--- config.mk ---
export PLATFORM = sky130hd
export DESIGN_NAME = vjtag_reg_bridge_flat
export DESIGN_NICKNAME = d
export VERILOG_FILES = /design/src/rtl/vjtag_pkg.sv /design/src/rtl/vjtag_reg_bridge_if.sv /design/src/rtl/vjtag_dr_shifter.sv /design/src/rtl/vjtag_reg_bridge.sv /design/src/flat_wrapper.sv
export SDC_FILE = /design/constraint.sdc
export NUM_CORES = 1
export LEC_CHECK = 0
export ABC_AREA = 1
export CAP_MARGIN = 20
export CORE_MARGIN = 3
export CORE_UTILIZATION = 39
export DETAILED_ROUTE_END_ITERATION = 8
export HOLD_SLACK_MARGIN = 0.12
export SYNTH_ARGS = -nofsm -noshare
export SYNTH_HDL_FRONTEND = slang
export SYNTH_HIERARCHICAL = 1
export SYNTH_SLANG_ARGS = --single-unit
export TNS_END_PERCENT = 100
--- constraint.sdc ---
create_clock -name tck -period 3.6 [get_ports tck]
set_clock_uncertainty 0.1 [all_clocks]
set_input_delay 0.72 -clock tck [delete_from_list [all_inputs] [get_ports tck]]
set_output_delay 0.72 -clock tck [all_outputs]
set_load 0.01 [all_outputs]
--- src/rtl/vjtag_pkg.sv ---
// Shared definitions for the virtual JTAG register bridge: instruction codes,
// default IDCODE and the instruction-to-DR-length map.
package vjtag_pkg;

   localparam logic [3:0] IR_BYPASS = 4'h0;
   localparam logic [3:0] IR_IDCODE = 4'h1;
   localparam logic [3:0] IR_ADDR   = 4'h2;
   localparam logic [3:0] IR_WRITE  = 4'h3;
   localparam logic [3:0] IR_READ   = 4'h4;

   localparam logic [31:0] IDCODE_DEFAULT = 32'h5654_4A31;

   // Unassigned opcodes fall through to the 1-bit bypass length.
   function automatic int dr_length(input logic [3:0] ir, input int data_w, input int addr_w);
      case (ir)
         IR_IDCODE, IR_WRITE, IR_READ: return data_w;
         IR_ADDR:                      return addr_w;
         default:                      return 1;
      endcase
   endfunction

endpackage

--- src/rtl/vjtag_reg_bridge_if.sv ---
// Register bus between the JTAG bridge (master) and the user register file (slave).
interface vjtag_reg_bridge_if #(
   parameter int ADDR_W = 8,
   parameter int DATA_W = 32
);
   logic [ADDR_W-1:0] reg_addr;
   logic [DATA_W-1:0] reg_wdata;
   logic              reg_we;
   logic              reg_re;
   logic [DATA_W-1:0] reg_rdata;

   modport master (output reg_addr, reg_wdata, reg_we, reg_re, input reg_rdata);
   modport slave  (input reg_addr, reg_wdata, reg_we, reg_re, output reg_rdata);
endinterface

--- src/rtl/vjtag_dr_shifter.sv ---
// Variable-length LSB-first data register: parallel capture, serial shift with
// tdi entering at bit len-1 and everything above the active length forced to 0.
module vjtag_dr_shifter #(
   parameter int DATA_W = 32,
   parameter int LEN_W  = 6
) (
   input  logic              tck,
   input  logic              rst,
   input  logic              cap_en,
   input  logic              shift_en,
   input  logic              tdi,
   input  logic [LEN_W-1:0]  len,
   input  logic [DATA_W-1:0] cap_val,
   output logic [DATA_W-1:0] sr,
   output logic              tdo
);

   logic [DATA_W-1:0] sr_sh;
   logic [DATA_W-1:0] sr_nxt;

   assign sr_sh = sr >> 1;

   always_comb begin
      sr_nxt = '0;
      for (int i = 0; i < DATA_W; i++) begin
         if (i + 1 < int'(len))       sr_nxt[i] = sr_sh[i];
         else if (i + 1 == int'(len)) sr_nxt[i] = tdi;
      end
   end

   always_ff @(posedge tck) begin
      if (rst)           sr <= '0;
      else if (cap_en)   sr <= cap_val;
      else if (shift_en) sr <= sr_nxt;
   end

   assign tdo = sr[0];

endmodule

--- src/rtl/vjtag_reg_bridge.sv ---
// Virtual JTAG hub consumer: decodes the virtual IR and turns completed DR scans
// into single-cycle register-bus strobes with address auto-increment.
module vjtag_reg_bridge
   import vjtag_pkg::*;
#(
   parameter int              DATA_W = 32,
   parameter int              ADDR_W = 8,
   parameter logic [DATA_W-1:0] IDCODE = DATA_W'(IDCODE_DEFAULT)
) (
   input  logic              tck,
   input  logic              rst,
   input  logic              tdi,
   output logic              tdo,
   input  logic [3:0]        ir_in,
   output logic [3:0]        ir_out,
   input  logic              virtual_state_cdr,
   input  logic              virtual_state_sdr,
   input  logic              virtual_state_udr,
   input  logic              virtual_state_uir,
   input  logic [3:0]        status,
   vjtag_reg_bridge_if.master bus
);

   localparam int LEN_W = $clog2(DATA_W + 1);

   logic [3:0]        ir_q;
   logic [LEN_W-1:0]  dr_len;
   logic [DATA_W-1:0] cap_val;
   logic [DATA_W-1:0] sr;
   logic [ADDR_W-1:0] addr_q;
   logic [DATA_W-1:0] wdata_q;
   logic              we_q;
   logic              re_q;
   logic              cap_en;
   logic              shift_en;
   logic              upd_en;

   // When the hub overlaps states, capture beats shift beats update.
   assign cap_en   = virtual_state_cdr;
   assign shift_en = virtual_state_sdr && !virtual_state_cdr;
   assign upd_en   = virtual_state_udr && !virtual_state_sdr && !virtual_state_cdr;

   assign dr_len = LEN_W'(dr_length(ir_q, DATA_W, ADDR_W));

   always_comb begin
      cap_val = '0;
      case (ir_q)
         IR_IDCODE: cap_val = IDCODE;
         IR_READ:   cap_val = bus.reg_rdata;
         IR_ADDR:   cap_val = {{(DATA_W-ADDR_W){1'b0}}, addr_q};
         default:   cap_val = '0;
      endcase
   end

   vjtag_dr_shifter #(
      .DATA_W (DATA_W),
      .LEN_W  (LEN_W)
   ) u_dr_shifter (
      .tck      (tck),
      .rst      (rst),
      .cap_en   (cap_en),
      .shift_en (shift_en),
      .tdi      (tdi),
      .len      (dr_len),
      .cap_val  (cap_val),
      .sr       (sr),
      .tdo      (tdo)
   );

   // Strobe goes out the cycle after UDR with the old address; the increment
   // lands one cycle later so the register file sees a stable address.
   always_ff @(posedge tck) begin
      if (rst) begin
         ir_q    <= IR_BYPASS;
         ir_out  <= '0;
         addr_q  <= '0;
         wdata_q <= '0;
         we_q    <= 1'b0;
         re_q    <= 1'b0;
      end else begin
         ir_out <= status;
         if (virtual_state_uir) ir_q <= ir_in;
         we_q <= upd_en && (ir_q == IR_WRITE);
         re_q <= upd_en && (ir_q == IR_READ);
         if (upd_en && (ir_q == IR_WRITE)) wdata_q <= sr;
         if (upd_en && (ir_q == IR_ADDR))  addr_q <= sr[ADDR_W-1:0];
         else if (we_q || re_q)            addr_q <= addr_q + ADDR_W'(1);
      end
   end

   assign bus.reg_addr  = addr_q;
   assign bus.reg_wdata = wdata_q;
   assign bus.reg_we    = we_q;
   assign bus.reg_re    = re_q;

endmodule

--- src/flat_wrapper.sv ---
// flat-port wrapper written by rule: the top's interface ports become plain ports
module vjtag_reg_bridge_flat import vjtag_pkg::*;
#(
   parameter int              DATA_W = 32,
   parameter int              ADDR_W = 8,
   parameter logic [DATA_W-1:0] IDCODE = DATA_W'(IDCODE_DEFAULT)
)
  (tck, rst, tdi, tdo, ir_in, ir_out, virtual_state_cdr, virtual_state_sdr, virtual_state_udr, virtual_state_uir, status, bus_reg_addr, bus_reg_wdata, bus_reg_we, bus_reg_re, bus_reg_rdata);
  vjtag_reg_bridge_if #(.ADDR_W(ADDR_W), .DATA_W(DATA_W)) bus_i ();
  input  logic tck;
  input  logic rst;
  input  logic tdi;
  output logic tdo;
  input  logic [3:0] ir_in;
  output logic [3:0] ir_out;
  input  logic virtual_state_cdr;
  input  logic virtual_state_sdr;
  input  logic virtual_state_udr;
  input  logic virtual_state_uir;
  input  logic [3:0] status;
  output wire logic [$bits(bus_i.reg_addr)-1:0] bus_reg_addr;
  output wire logic [$bits(bus_i.reg_wdata)-1:0] bus_reg_wdata;
  output wire logic [$bits(bus_i.reg_we)-1:0] bus_reg_we;
  output wire logic [$bits(bus_i.reg_re)-1:0] bus_reg_re;
  input wire logic [$bits(bus_i.reg_rdata)-1:0] bus_reg_rdata;
  assign bus_reg_addr = bus_i.reg_addr;
  assign bus_reg_wdata = bus_i.reg_wdata;
  assign bus_reg_we = bus_i.reg_we;
  assign bus_reg_re = bus_i.reg_re;
  assign bus_i.reg_rdata = bus_reg_rdata;
  vjtag_reg_bridge #(.DATA_W(DATA_W), .ADDR_W(ADDR_W), .IDCODE(IDCODE)) u_core (.tck(tck), .rst(rst), .tdi(tdi), .tdo(tdo), .ir_in(ir_in), .ir_out(ir_out), .virtual_state_cdr(virtual_state_cdr), .virtual_state_sdr(virtual_state_sdr), .virtual_state_udr(virtual_state_udr), .virtual_state_uir(virtual_state_uir), .status(status), .bus(bus_i));
endmodule
==> results of run 1 <==
synth_stat cells (all sizes together):
cell type	n	area share [%]
clkbuf	10	0.93
o211ai	2	0.34
nor3	28	3.2
buf	23	3.4
o22ai	4	0.56
nand4	3	0.42
o221ai	3	0.59
nand3	62	7.1
conb	1	0.084
a21oi	38	4.4
xor2	1	0.20
nand3b	1	0.45
nand2	146	13
inv	83	7.0
a31oi	7	0.98
dfxtp	82	37
nor2	102	9.8
a22oi	20	3.4
ha	1	0.28
o21ai	65	7.4
cells by family after synthesis:
group / after synthesis / synth area share, %
simple gates: 342 / 33.6
buf+inv: 116 / 11.3
compound gates: 139 / 17.6
flops: 82 / 36.9
fa+ha+maj: 1 / 0.281
other cells: 1 / 0.0843
xor+xnor: 1 / 0.197
layout by cell type, fill, tap and decap left out:
cell type | Yosys | final
sky130_fd_sc_hd__dfxtp_1 | 82 | 82
sky130_fd_sc_hd__nand4_1 | 3 | 3
sky130_fd_sc_hd__a21oi_1 | 37 | 37
sky130_fd_sc_hd__ha_1 | 1 | 1
sky130_fd_sc_hd__buf_4 | 5 | 8
sky130_fd_sc_hd__inv_1 | 76 | 76
sky130_fd_sc_hd__nand2_4 | 1 | 1
sky130_fd_sc_hd__a31oi_1 | 7 | 7
sky130_fd_sc_hd__nor3_1 | 28 | 28
sky130_fd_sc_hd__a22oi_1 | 20 | 20
sky130_fd_sc_hd__bufinv_16 | 0 | 2
sky130_fd_sc_hd__clkdlybuf4s50_1 | 0 | 93
sky130_fd_sc_hd__a21oi_2 | 1 | 1
sky130_fd_sc_hd__o21ai_1 | 27 | 27
sky130_fd_sc_hd__o211ai_1 | 2 | 2
sky130_fd_sc_hd__nand2_2 | 4 | 4
sky130_fd_sc_hd__inv_2 | 7 | 7
sky130_fd_sc_hd__conb_1 | 1 | 14
sky130_fd_sc_hd__o22ai_1 | 4 | 4
sky130_fd_sc_hd__clkbuf_16 | 0 | 9
sky130_fd_sc_hd__nor2_2 | 6 | 7
sky130_fd_sc_hd__nand3_1 | 61 | 61
sky130_fd_sc_hd__o221ai_1 | 3 | 3
sky130_fd_sc_hd__clkinv_4 | 0 | 1
sky130_fd_sc_hd__nand3b_4 | 1 | 1
sky130_fd_sc_hd__o21ai_0 | 37 | 37
sky130_fd_sc_hd__inv_6 | 0 | 4
sky130_fd_sc_hd__o21ai_2 | 1 | 1
sky130_fd_sc_hd__nor2_1 | 91 | 90
sky130_fd_sc_hd__nand2_1 | 141 | 141
sky130_fd_sc_hd__xor2_1 | 1 | 1
sky130_fd_sc_hd__nor2_4 | 5 | 5
sky130_fd_sc_hd__nand3_2 | 1 | 1
registers in the layout, summed over array words and instances, names as in the netlist:
register and count:
u_core/bus.reg_wdata 32, u_core/u_dr_shifter/sr 32, u_core/bus.reg_addr 8, u_core/ir_out 4
u_core/ir_q 4, u_core/bus.reg_re 1, u_core/bus.reg_we 1
worst max-delay path: cells and delay by family:
kind | cells | cell delay (ps)
buffers and inverters | 2 | 920
and+or+nand+nor | 2 | 670
AOI/OAI and AO/OA | 2 | 260
report_power, final:
| part | total [mW] | leakage (nW) | switching, mW | internal [mW] |
|---|---|---|---|---|
| Clock | 1.02 | 0.161 | 0.403 | 0.619 |
| Combinational | 0.307 | 1.65 | 0.189 | 0.118 |
| Sequential | 0.950 | 0.665 | 0.0205 | 0.930 |
area by class of cell:
type                    instances  area [µm²]
fillers                      1127        5180
multi-input cells             497        2350
flip-flops and latches         82        1640
repair buffers                101         991
inverters                      83         312
clock buffers                   9         225
well taps                     140         175
clock inverters                 7         104
through the flow:
| step | util [%] | cell area, µm² | cells | hold slack (ps) | setup WS, ps |
|---|---|---|---|---|---|
| final | 52.8 | 5800 | 919 | 404 | 1190 |
| after global routing | 52.8 | 5800 | 919 | 431 | 1060 |
| after CTS | 52.8 | 5800 | 919 | 407 | 1200 |
| after detailed placement | 49.8 | 5470 | 903 | 387 | 860 |
| after global placement | 49.8 | 5470 | 903 | 382 | 918 |
| after floorplan | - | 4500 | 695 | 350 | 1590 |
layer usage:
metal / global-route usage (%) / wire (µm) / vias up
met5: 0 / 0 / -
met4: 7.69 / 229 / 0
met2: 36.4 / 6540 / 120
li1: - / - / 2405
met3: 2.73 / 518 / 12
met1: 29.3 / 6520 / 2150
how the worst max path moves through the flow:
stage / start / to / slack, ps / cells past startpoint
after floorplan: u_core/ir_q[3] / u_core/u_dr_shifter/sr[7] / 1590 / 10
after global placement: virtual_state_cdr / u_core/u_dr_shifter/sr[2] / 920 / 7
after detailed placement: virtual_state_cdr / u_core/bus.reg_wdata[0] / 860 / 6
after CTS: virtual_state_cdr / u_core/bus.reg_wdata[0] / 1200 / 6
after global routing: virtual_state_cdr / u_core/bus.reg_wdata[2] / 1060 / 6
final: virtual_state_cdr / u_core/bus.reg_wdata[0] / 1190 / 6
==> impl_summary.log, run 1 <==
INFO  metric hold_path.startpoint = u_core/bus.reg_wdata[5]
INFO  metric route.detailed.vias_per_inst = between 5 and 6
INFO  metric initialDrtViolationCount = 328
INFO  metric placementRows = 38
INFO  metric grt_setup_unrepaired = false
INFO  metric r2r_start = u_core/ir_q[1]
INFO  metric worst_slew_margin_rel = 51.7%
INFO  metric critical_path.max_fanout = 37
INFO  metric critPathRequiredTime = 3770 ps
INFO  metric timing_max_transition_violations_final = 0
INFO  metric ctsLongestPathBuffers = 2
INFO  metric setup-tns-final = 0 ps
INFO  metric critical_path.endpoint_type = register
INFO  metric wirelength = approximately 14 mm
INFO  metric clock-sinks = 82
INFO  metric fp.dieW = approximately 110 µm
INFO  metric worst_ep_arrival_time = 2580 ps
INFO  metric post-route-period-util = around 67%
INFO  metric synthesis.instances = 682
INFO  metric drc_violations = 0
INFO  metric cts-htree-levels = 3
INFO  metric cts_setup_buffers = 0
INFO  metric max_freq = 0.415 GHz
INFO  metric yosys_warnings = 6
INFO  metric static-leakage-power = 2.48 nW
INFO  metric grt_first_pass_wirelength = 22.7 mm
INFO  metric worst-slew-pin-transition = 723 ps
INFO  metric io_buffers = 93
INFO  metric layout-area-overhead-vs-synth = 30.5%
INFO  metric tritoncts = yes
INFO  metric initial_antenna_violation_count = 0
INFO  metric worst-setup-path-type = input pin to register
INFO  metric globalRoute.totalOverflow = 0
INFO  metric post_cts_hold_buffer_count = 0
INFO  metric postSynthAreaPerCell = 6.52 µm²
INFO  metric cellPowerDensity = 393 mW/mm²
INFO  metric route.vias.total = 4687
INFO  metric gp_congestion = 0.880
INFO  metric route.detailed.wl_per_inst = 15.0 µm
INFO  metric grt_max_degree = 38
INFO  metric dieHeight = 113 µm
INFO  metric clock-root-buffer = sky130_fd_sc_hd__clkbuf_16
INFO  metric final_critical_path_required_period = 2410 ps
INFO  metric endpoint_of_the_most_critical_register_to_register_path = u_core/u_dr_shifter/sr[5]
INFO  metric post-dp-hpwl = roughly 10 mm
INFO  metric num-nets-final = between 800 and 900
INFO  metric worstSetupStartpointType = input pin
INFO  metric worst_hold_path_type = register to register
INFO  metric status = finished, final reports clean
INFO  metric number_of_library_cell_types_mapped_by_synthesis = 33
INFO  metric ir_drop = ~0.21 mV
INFO  metric diodes = 0
INFO  metric synth-seq-area-share = 36.9%
INFO  metric hold-path-endpoint = u_core/bus.reg_wdata[5]
INFO  metric critical_path.cell_chain = clkdlybuf4s50_1 > nand3b_4 > nor2_4 > buf_4 > o21ai_0 > a21oi_1
INFO  metric path_clk_slew = 70 ps
INFO  metric crit_path_top_delay_cell = sky130_fd_sc_hd__clkdlybuf4s50_1
INFO  metric final-setup-viol-count = 0
INFO  metric report.final.hold_viol_count = 0
INFO  metric slowest_delay = between 500 and 600 ps
INFO  metric regToRegSetupSlack = about 1300 ps
INFO  metric grt_usage = 21.9%
INFO  metric post_synth_instance_area = ~0.0044 mm²
INFO  metric cap_viol_max_count = 0
INFO  metric cts_made_buffers = 9
INFO  metric start_util = between 40% and 50%
INFO  metric number_of_global_route_vias_before_repair = between 4000 and 5000
INFO  metric io_pins = 94
INFO  metric yosys_register_bits = 82
INFO  metric worst_skew_pair.late_latency = 340 ps
INFO  metric dieArea = 0.0127 mm²
INFO  metric worstRegToRegCells = 10
INFO  metric design.core.area = 0.0110 mm²
INFO  metric dr.pass1.iters = 5
INFO  metric postRouteAntennaNets = 0
INFO  metric worstHoldPathCells = 2
INFO  metric ctsResizeCount = 0
INFO  metric total_power_of_the_final_layout = about 2.3 mW
INFO  metric layout-drive-gt1-share = 6.68%
Power figures use the tool's default switching activity.
==> run 2: changes to the inputs <==
Settings changed: PLACE_DENSITY set to 0.66.
Clock period 3.6 ns to 2 ns, I/O delays scaled along.
==> impl_summary.log, run 2 (synthesized netlist as in run 1, its figures left out) <==
INFO  metric status = finished, final reports clean
INFO  metric cap_viol_max_count = 0 (unchanged)
INFO  metric dr.pass1.iters = 5 (unchanged)
INFO  metric layout-drive-gt1-share = 10.1% (+3.5 points)
INFO  metric critical_path.endpoint_type = output port
INFO  metric final_instance_count_excl_fillers = 948 (+3.2%)
INFO  metric placementRows = 38 (unchanged)
INFO  metric ir_drop = 0.540 mV (+160%)
INFO  metric worstRegToRegCells = 9 (-1)
INFO  metric start_util = 40.5% (unchanged)
INFO  metric timing_max_transition_violations_final = 0 (unchanged)
INFO  metric num-nets-final = 851 (+3.5%)
INFO  metric number_of_global_route_vias_before_repair = 4743 (+4.7%)
INFO  metric gp_congestion = 0.946 (+7.5%)
INFO  metric dieHeight = 113 µm (unchanged)
INFO  metric ctsLongestPathBuffers = 2 (unchanged)
INFO  metric static-leakage-power = 2.66 nW (+7.4%)
INFO  metric layout-area-overhead-vs-synth = 37.9%
INFO  metric preCtsSetupSlack = -24.2 ps (-884 ps)
INFO  metric postRouteAntennaNets = 0 (unchanged)
INFO  metric clock-sinks = 82 (unchanged)
INFO  metric drc_violations = 0 (unchanged)
INFO  metric max_freq = about 0.54 GHz
INFO  metric report.final.hold_viol_count = 0 (unchanged)
INFO  metric fp.dieW = 113 µm (unchanged)
INFO  metric cts-htree-levels = 3 (unchanged)
INFO  metric worstHoldPathCells = 2 (unchanged)
INFO  metric worst_slew_margin_rel = 64.0% (+12 points)
INFO  metric cts_made_buffers = 9 (unchanged)
INFO  metric path_buf_inv = 1 (-1)
INFO  metric mostFrequentLayoutCell = sky130_fd_sc_hd__nand2_1
INFO  metric fin_worst_setup_slack = 139 ps (-1050 ps)
INFO  metric worstSetupPathDepth = 1 (-5)
INFO  metric most-common-layout-cells = sky130_fd_sc_hd__nand2_1 (141), sky130_fd_sc_hd__clkdlybuf4s50_1 (93), sky130_fd_sc_hd__nor2_1 (90)
INFO  metric grt_max_degree = 34 (-11%)
INFO  metric initialDrtViolationCount = 406 (+24%)
INFO  metric timing.critical_path.max_delay_family = buffers and inverters
INFO  metric dieArea = 0.0127 mm² (unchanged)
INFO  metric design.core.area = 0.0110 mm² (unchanged)
INFO  metric worst-slew-pin-transition = 540 ps (-183 ps)
INFO  metric util_after_layout = 55.9% (+3.0 points)
INFO  metric grt_setup_unrepaired = true
INFO  metric route.detailed.vias_per_inst = 5.07 (-0.68%)
INFO  metric route.vias.total = 4802 (+2.5%)
INFO  metric critPathRequiredTime = 1500 ps (-2270 ps)
INFO  metric worst-setup-path-type = register to output port
INFO  metric worst_skew_pair.late_latency = 350 ps (about the same)
INFO  metric globalRoute.totalOverflow = 0 (unchanged)
INFO  metric route.detailed.wl_per_inst = 14.8 µm (-1.2%)
INFO  metric filler_instances = 1090 (-3.3%)
INFO  metric cellPowerDensity = 711 mW/mm² (+81%)
INFO  metric critical_path.max_fanout = 6 (-84%)
INFO  metric worstSetupStartpointType = register
INFO  metric cts_setup_buffers = 0 (unchanged)
INFO  metric post-route-period-util = 93.1%
INFO  metric critical_path.cell_chain = clkdlybuf4s50_1
INFO  metric placed_cells_incl_taps = 932 (+3.2%)
INFO  metric clock-root-buffer = sky130_fd_sc_hd__clkbuf_16
INFO  metric io_buffers = 93 (unchanged)
INFO  metric grt_first_pass_wirelength = 23.4 mm (+3.0%)
INFO  metric crit_path_top_delay_cell = sky130_fd_sc_hd__clkdlybuf4s50_1
INFO  metric wirelength = 14.1 mm (+2.0%)
INFO  metric post-dp-hpwl = 10.8 mm (+8.4%)
INFO  metric final-setup-viol-count = 0 (unchanged)
INFO  metric slowest_delay = 580 ps (+40 ps)
INFO  metric initial_antenna_violation_count = 0 (unchanged)
INFO  metric worst_hold_path_type = register to register
INFO  metric grt_usage = 22.5% (+0.63 points)
INFO  metric tritoncts = yes
INFO  metric io_pins = 94 (unchanged)
INFO  metric worst_ep_arrival_time = 1360 ps (-1220 ps)
INFO  metric diodes = 0 (unchanged)
INFO  metric path_clk_slew = 60 ps (about the same)
INFO  metric final_critical_path_required_period = 1860 ps
==> run 2: final timing paths <==
| path | start | to | slack, ps |
|---|---|---|---|
| hold reg to reg | u_core/bus.reg_wdata[18] | u_core/bus.reg_wdata[18] | 400 |
| setup / recovery | u_core/bus.reg_addr[1] | bus_reg_addr[1] | 140 |
| setup reg to reg | u_core/ir_q[0] | u_core/u_dr_shifter/sr[7] | 170 |
| hold / removal | u_core/bus.reg_wdata[18] | u_core/bus.reg_wdata[18] | 400 |
==> run 2: power by group <==
group          switching [mW]  total (mW)  internal (mW)
Combinational           0.353       0.612          0.259
Sequential             0.0365        1.71           1.67
Clock                   0.691        2.04           1.35
==> run 2: final cells by class <==
cell class              count  area (µm²)  share of cell area [%]
clock buffers               9         225                    3.67
clock inverters             7         139                    2.26
inverters                  83         312                    5.08
multi-input cells         497        2370                    38.6
flip-flops and latches     82        1640                    26.8
well taps                 140         175                    2.86
repair buffers            130        1270                    20.7
==> run 2: what timing repair did <==
action,CTS,global route
resized for setup,0,4
hold buffers,0,0
endpoints found under the setup margin,0,7
hold endpoints to repair,0,0
==> run 2: through the flow <==
step                power [mW]  hold WS [ps]  instance area, µm²  setup TNS (ps)
finish                    4.36           396                6130               0
global route              4.53           413                6130           -55.1
detailed placement        2.33           382                5750           -24.2
floorplan                 2.07           350                4500               0
CTS                       4.36           401                6120               0
global placement          2.33           381                5750               0
==> run 2: metal layers <==
| metal | GRT usage, % | vias to the layer above | part of all wire [%] |
|---|---|---|---|
| li1 | - | 2461 | - |
| met1 | 29.0 | 2169 | 45 |
| met2 | 37.6 | 148 | 48 |
| met3 | 4.49 | 24 | 5.1 |
| met4 | 7.93 | 0 | 2.1 |
| met5 | 0 | - | 0 |
==> patch 1 (settings of run 2) <==
The output `ir_out` loses its register stage (`ir_out` becomes a continuous assignment).
--- a/src/rtl/vjtag_reg_bridge.sv
+++ b/src/rtl/vjtag_reg_bridge.sv
@@ -72,13 +72,11 @@
    always_ff @(posedge tck) begin
       if (rst) begin
          ir_q    <= IR_BYPASS;
-         ir_out  <= '0;
          addr_q  <= '0;
          wdata_q <= '0;
          we_q    <= 1'b0;
          re_q    <= 1'b0;
       end else begin
-         ir_out <= status;
          if (virtual_state_uir) ir_q <= ir_in;
          we_q <= upd_en && (ir_q == IR_WRITE);
          re_q <= upd_en && (ir_q == IR_READ);
@@ -88,6 +86,8 @@
       end
    end
 
+   assign ir_out = status;
+
    assign bus.reg_addr  = addr_q;
    assign bus.reg_wdata = wdata_q;
    assign bus.reg_we    = we_q;
Check against the original RTL: not equivalent (a bounded check fails within 4 cycles, from zero or initial values and one cycle with rst high).
==> patch 1 against run 2 <==
Final area fell by 8.3%; power fell by 22%; area after synthesis fell by 3.4%; sequential cell count fell by 4; sequential share of layout area rose by 1.0 points; hold slack improved by 0.99 ps; wire length fell by 10%; setup slack got worse by 16 ps; critical endpoint is now bus_reg_addr[5].
==> patch 1: results (changes against run 2) <==
stage	metric	value	unit	change
outcome	outcome	finished clean		unchanged
global_route	met2_usage	34.2	%	was 37.6%
global_route	grt_max_degree	39		was 34
detailed_routing	wl_met3	642	um	was 715 um
place	gp_congestion	0.881		was 0.946
logic_synthesis	yosys_warnings	6		unchanged
pwr	ir_drop	0.331	mV	was 0.540 mV
worst_setup_path	slowest_delay	580	ps	about the same
detailed_routing	wl_met2	5.94	mm	was 6.70 mm
finish	fin_nets	826		was 851
clock_tree	cts-root-buf	clkbuf_8		was clkbuf_16
detailed_routing	via_per_inst	5.01		was 5.07
detailed_routing	routed.top_layer	met4		unchanged
place	io_buffers	85		was 93
logic_synthesis	synthTopCellsByArea	dfxtp_1 (36%), nand2_1 (13%), nor2_1 (10%), nand3_1 (6.3%), inv_1 (6.1%)		was dfxtp_1 (37%), nand2_1 (12%), nor2_1 (7.7%), nand3_1 (6.9%), inv_1 (6.4%)
logic_synthesis	ys_seq_area_share	36.3	%	was 36.9%
pwr	leakagePower	2.51	nW	was 2.66 nW
detailed_routing	wl_met1	5.89	mm	was 6.36 mm
global_route	grt_use_met1	26.4	%	was 29.0%
place	place_ws	-15.4	ps	was -24.2 ps
global_route	grt_pass1_wl	20.9	mm	was 23.4 mm
worst_setup_path	critPathMaxFanout	6		unchanged
global_route	track_usage	20.0	%	was 22.5%
global_route	first_global_vias	4353		was 4743
worst_setup_path	arrival	1380	ps	was 1360 ps
global_route	met3_usage	3.49	%	was 4.49%
logic_synthesis	ys_types	31		was 33
place	place_hpwl	9.44	mm	was 10.8 mm
worst_hold_path	min_path_type	reg -> reg		unchanged
finish	drive_gt1_share	9.45	%	was 10.1%
clock_tree	cts.clk_slew.worst_paths	90	ps	was 60 ps
timing	relSlewSlack	66.0	%	was 64.0%
logic_synthesis	synth_commonest_cells	nand2_1 (147), nor2_1 (118), dfxtp_1 (78)		was nand2_1 (141), nor2_1 (91), dfxtp_1 (82)
finish	n_fill_cell	1091		was 1090
detailed_routing	routed_wl	12.6	mm	was 14.1 mm
detailed_routing	drt-initial-drc-count	256		was 406
-- patch 1: worst paths after layout --
kind	from	end	slack [ps]	cells past startpoint
worst min-delay path	u_core/u_dr_shifter/sr[15]	u_core/bus.reg_wdata[15]	400	2
worst min register to register	u_core/u_dr_shifter/sr[15]	u_core/bus.reg_wdata[15]	400	2
worst max register to register	u_core/ir_q[0]	u_core/u_dr_shifter/sr[0]	210	10
worst max-delay path	u_core/bus.reg_addr[5]	bus_reg_addr[5]	120	1
-- patch 1: kinds of logic after synthesis --
kind of cell    count (synthesis)  synth area share [%]
simple gates                  339                  32.9
xor+xnor                        2                 0.408
flops                          78                  36.3
other cells                     1                0.0873
fa+ha+maj                       1                 0.291
compound gates                140                  18.3
buf+inv                       115                  11.7
-- patch 1: metrics by stage --
step	std cells	util [%]	hold slack (ps)	instance area [um2]	TNS [ps]
after floorplan	689	-	350	4350	0
after CTS	919	53.5	389	5620	0
final	919	53.5	397	5630	0
after global placement	903	51.5	368	5410	0
after global routing	919	53.5	431	5630	0
after detailed placement	903	51.5	377	5410	-50.3
-- patch 1: area by class of cell --
class                   count  area (um2)  area share (%)
multi-input cells         496        2290            40.7
inverters                  81         304            5.40
clock inverters             6        68.8            1.22
clock buffers              10         138            2.45
well taps                 136         170            3.02
repair buffers            112        1090            19.4
flip-flops and latches     78        1560            27.8
-- patch 1: power by group --
group          leakage (nW)  switching, W  internal, W
Combinational          1.77      0.000319     0.000227
Clock                 0.103      0.000623     0.000620
Sequential            0.632     0.0000359      0.00159
-- patch 1: timing repair --
item                                    CTS  global route
endpoints found under the setup margin    0             6
gates resized for setup                   0             2
setup buffers                             0             0
==> patch 2 (flow settings as in run 2) <==
Without the edit above. `DATA_W` is set to 32 in 4 places; all go to 64.
--- a/src/rtl/vjtag_reg_bridge_if.sv
+++ b/src/rtl/vjtag_reg_bridge_if.sv
@@ -1,7 +1,7 @@
 // Register bus between the JTAG bridge (master) and the user register file (slave).
 interface vjtag_reg_bridge_if #(
    parameter int ADDR_W = 8,
-   parameter int DATA_W = 32
+   parameter int DATA_W = 64
 );
    logic [ADDR_W-1:0] reg_addr;
    logic [DATA_W-1:0] reg_wdata;
--- a/src/rtl/vjtag_dr_shifter.sv
+++ b/src/rtl/vjtag_dr_shifter.sv
@@ -1,7 +1,7 @@
 // Variable-length LSB-first data register: parallel capture, serial shift with
 // tdi entering at bit len-1 and everything above the active length forced to 0.
 module vjtag_dr_shifter #(
-   parameter int DATA_W = 32,
+   parameter int DATA_W = 64,
    parameter int LEN_W  = 6
 ) (
    input  logic              tck,
--- a/src/rtl/vjtag_reg_bridge.sv
+++ b/src/rtl/vjtag_reg_bridge.sv
@@ -3,7 +3,7 @@
 module vjtag_reg_bridge
    import vjtag_pkg::*;
 #(
-   parameter int              DATA_W = 32,
+   parameter int              DATA_W = 64,
    parameter int              ADDR_W = 8,
    parameter logic [DATA_W-1:0] IDCODE = DATA_W'(IDCODE_DEFAULT)
 ) (
--- a/src/flat_wrapper.sv
+++ b/src/flat_wrapper.sv
@@ -1,7 +1,7 @@
 // flat-port wrapper written by rule: the top's interface ports become plain ports
 module vjtag_reg_bridge_flat import vjtag_pkg::*;
 #(
-   parameter int              DATA_W = 32,
+   parameter int              DATA_W = 64,
    parameter int              ADDR_W = 8,
    parameter logic [DATA_W-1:0] IDCODE = DATA_W'(IDCODE_DEFAULT)
 )
Ports: changed (resized bus_reg_rdata and bus_reg_wdata); port bits go from 94 to 158. The function was not compared with the original's and may differ.
==> patch 2 against run 2 <==
Maximum frequency decreased by 4.7%; final area increased by 69%; wire length increased by 99%; sequential cell count increased by 64; sequential share of layout area increased by 1.4 points; global-route usage increased by 2.5 points; area after synthesis increased by 72%; highest routed layer unchanged; critical endpoint is now bus_reg_addr[3]; largest power group unchanged; sequential power increased by 77%; non-clock buffer count increased by 86; via count increased by 78%; setup slack got worse by 93 ps; power increased by 66%; critical path type unchanged.
==> patch 2: results (changes against run 2) <==
stage	metric	value	unit	change
place	gp_congestion	0.998		was 0.946
logic_synthesis	ys_types	35		was 33
clock_tree	cts_buffers	17		was 9
worst_hold_path	min_path_type	in -> reg		was reg -> reg
pwr	ir_drop	0.555	mV	was 0.540 mV
timing	max_slew.worst_pin.slew	803	ps	was 540 ps
worst_setup_path	worstSetupStartpoint	u_core/bus.reg_addr[3]		was u_core/bus.reg_addr[1]
clock_tree	clock_latency	420	ps	was 350 ps
logic_synthesis	async_flop_share	0	%	unchanged
worst_setup_path	r2r-start	u_core/ir_q[3]		was u_core/ir_q[0]
global_route	first_global_vias	8019		was 4743
detailed_routing	via_per_inst	5.23		was 5.07
clock_tree	cts_setup_buffers	0		unchanged
global_route	grt_max_degree	49		was 34
pwr	leakagePower	4.55	nW	was 2.66 nW
place	place_ws	-91.0	ps	was -24.2 ps
outcome	outcome	finished clean		unchanged
place	placed_cell_area	9710	um2	was 5750 um2
logic_synthesis	synthTopCellsByArea	dfxtp_1 (38%), nand2_1 (14%), nor2_1 (11%), o21ai_0 (6.2%), a21oi_1 (5.8%)		was dfxtp_1 (37%), nand2_1 (12%), nor2_1 (7.7%), nand3_1 (6.9%), inv_1 (6.4%)
pwr	p_seq	0.00302	W	was 0.00171 W
detailed_routing	drt-initial-drc-count	667		was 406
worst_setup_path	critPathMaxFanout	7		was 6
detailed_routing	wl_per_cell	17.1	um	was 14.8 um
place	place_hpwl	20.0	mm	was 10.8 mm
logic_synthesis	synthFlopType	dfxtp_1		unchanged
clock_tree	cts.path.max_buffers	2		unchanged
worst_hold_path	hold_path.startpoint	rst		was u_core/bus.reg_wdata[18]
pwr	p_sw_share	26.3	%	was 24.8%
finish	layoutNonFillerInstCount	1638		was 948
timing	tns	0	ps	unchanged
logic_synthesis	yosys_warnings	6		unchanged
worst_setup_path	slowest_delay	590	ps	
finish	fin_nets	1447		was 851
logic_synthesis	syn_avg_cell_area	6.45	um2	was 6.52 um2
clock_tree	cts-root-buf	clkbuf_16		unchanged
place	dp.cells	1604		was 932
logic_synthesis	ys_seq_area_share	38.3	%	was 36.9%
pwr	p_clk	0.00317	W	was 0.00204 W
finish	n_fill_cell	1952		was 1090
clock_tree	cts.repair.resized	1		was 0
logic_synthesis	synth_commonest_cells	nand2_1 (282), nor2_1 (219), dfxtp_1 (146)		was nand2_1 (141), nor2_1 (91), dfxtp_1 (82)
pwr	pwr-share-clk	43.8	%	was 46.7%
timing	timing.final.crit_share	97.7	%	was 93.1%
global_route	grt_pass1_wl	43.6	mm	was 23.4 mm
place	io_buffers	157		was 93
clock_tree	cts_htree_levels	4		was 3
finish	drive_gt1_share	9.07	%	was 10.1%
global_route	track_usage	25.0	%	was 22.5%
worst_setup_path	arrival	1450	ps	was 1360 ps
patch 2: final cells by class:
cell class	instances	area, um2	area share, %
inverter	108	408	3.92
clock buffer	21	480	4.62
clock inverter	9	106	1.02
tap	260	325	3.13
multi-input combinational	878	4010	38.6
timing repair buffer	216	2140	20.6
sequential	146	2920	28.1
patch 2: final timing paths:
kind                                end  slack (ps)  cells past startpoint
max                     bus_reg_addr[3]          50                      1
min                    u_core/ir_out[1]         230                      2
max reg2reg  u_core/u_dr_shifter/sr[58]         120                     11
min reg2reg  u_core/u_dr_shifter/sr[28]         380                      2
patch 2: layer usage:
metal	global-route usage [%]	vias to the layer above	wire [um]
met3	4.33	39	1870
met4	6.46	0	567
met5	0	-	0
met2	40.4	367	12700
li1	-	4202	-
met1	34.6	3951	12900
patch 2: cell families (layout without fill, tap and decap cells):
logic type	Yosys count	in the layout	synth area share, %
compound gates	262	262	19.4
fa+ha+maj	1	1	0.164
buf+inv	174	354	9.99
flops	146	146	38.3
other cells	1	14	0.0491
simple gates	601	601	32.2
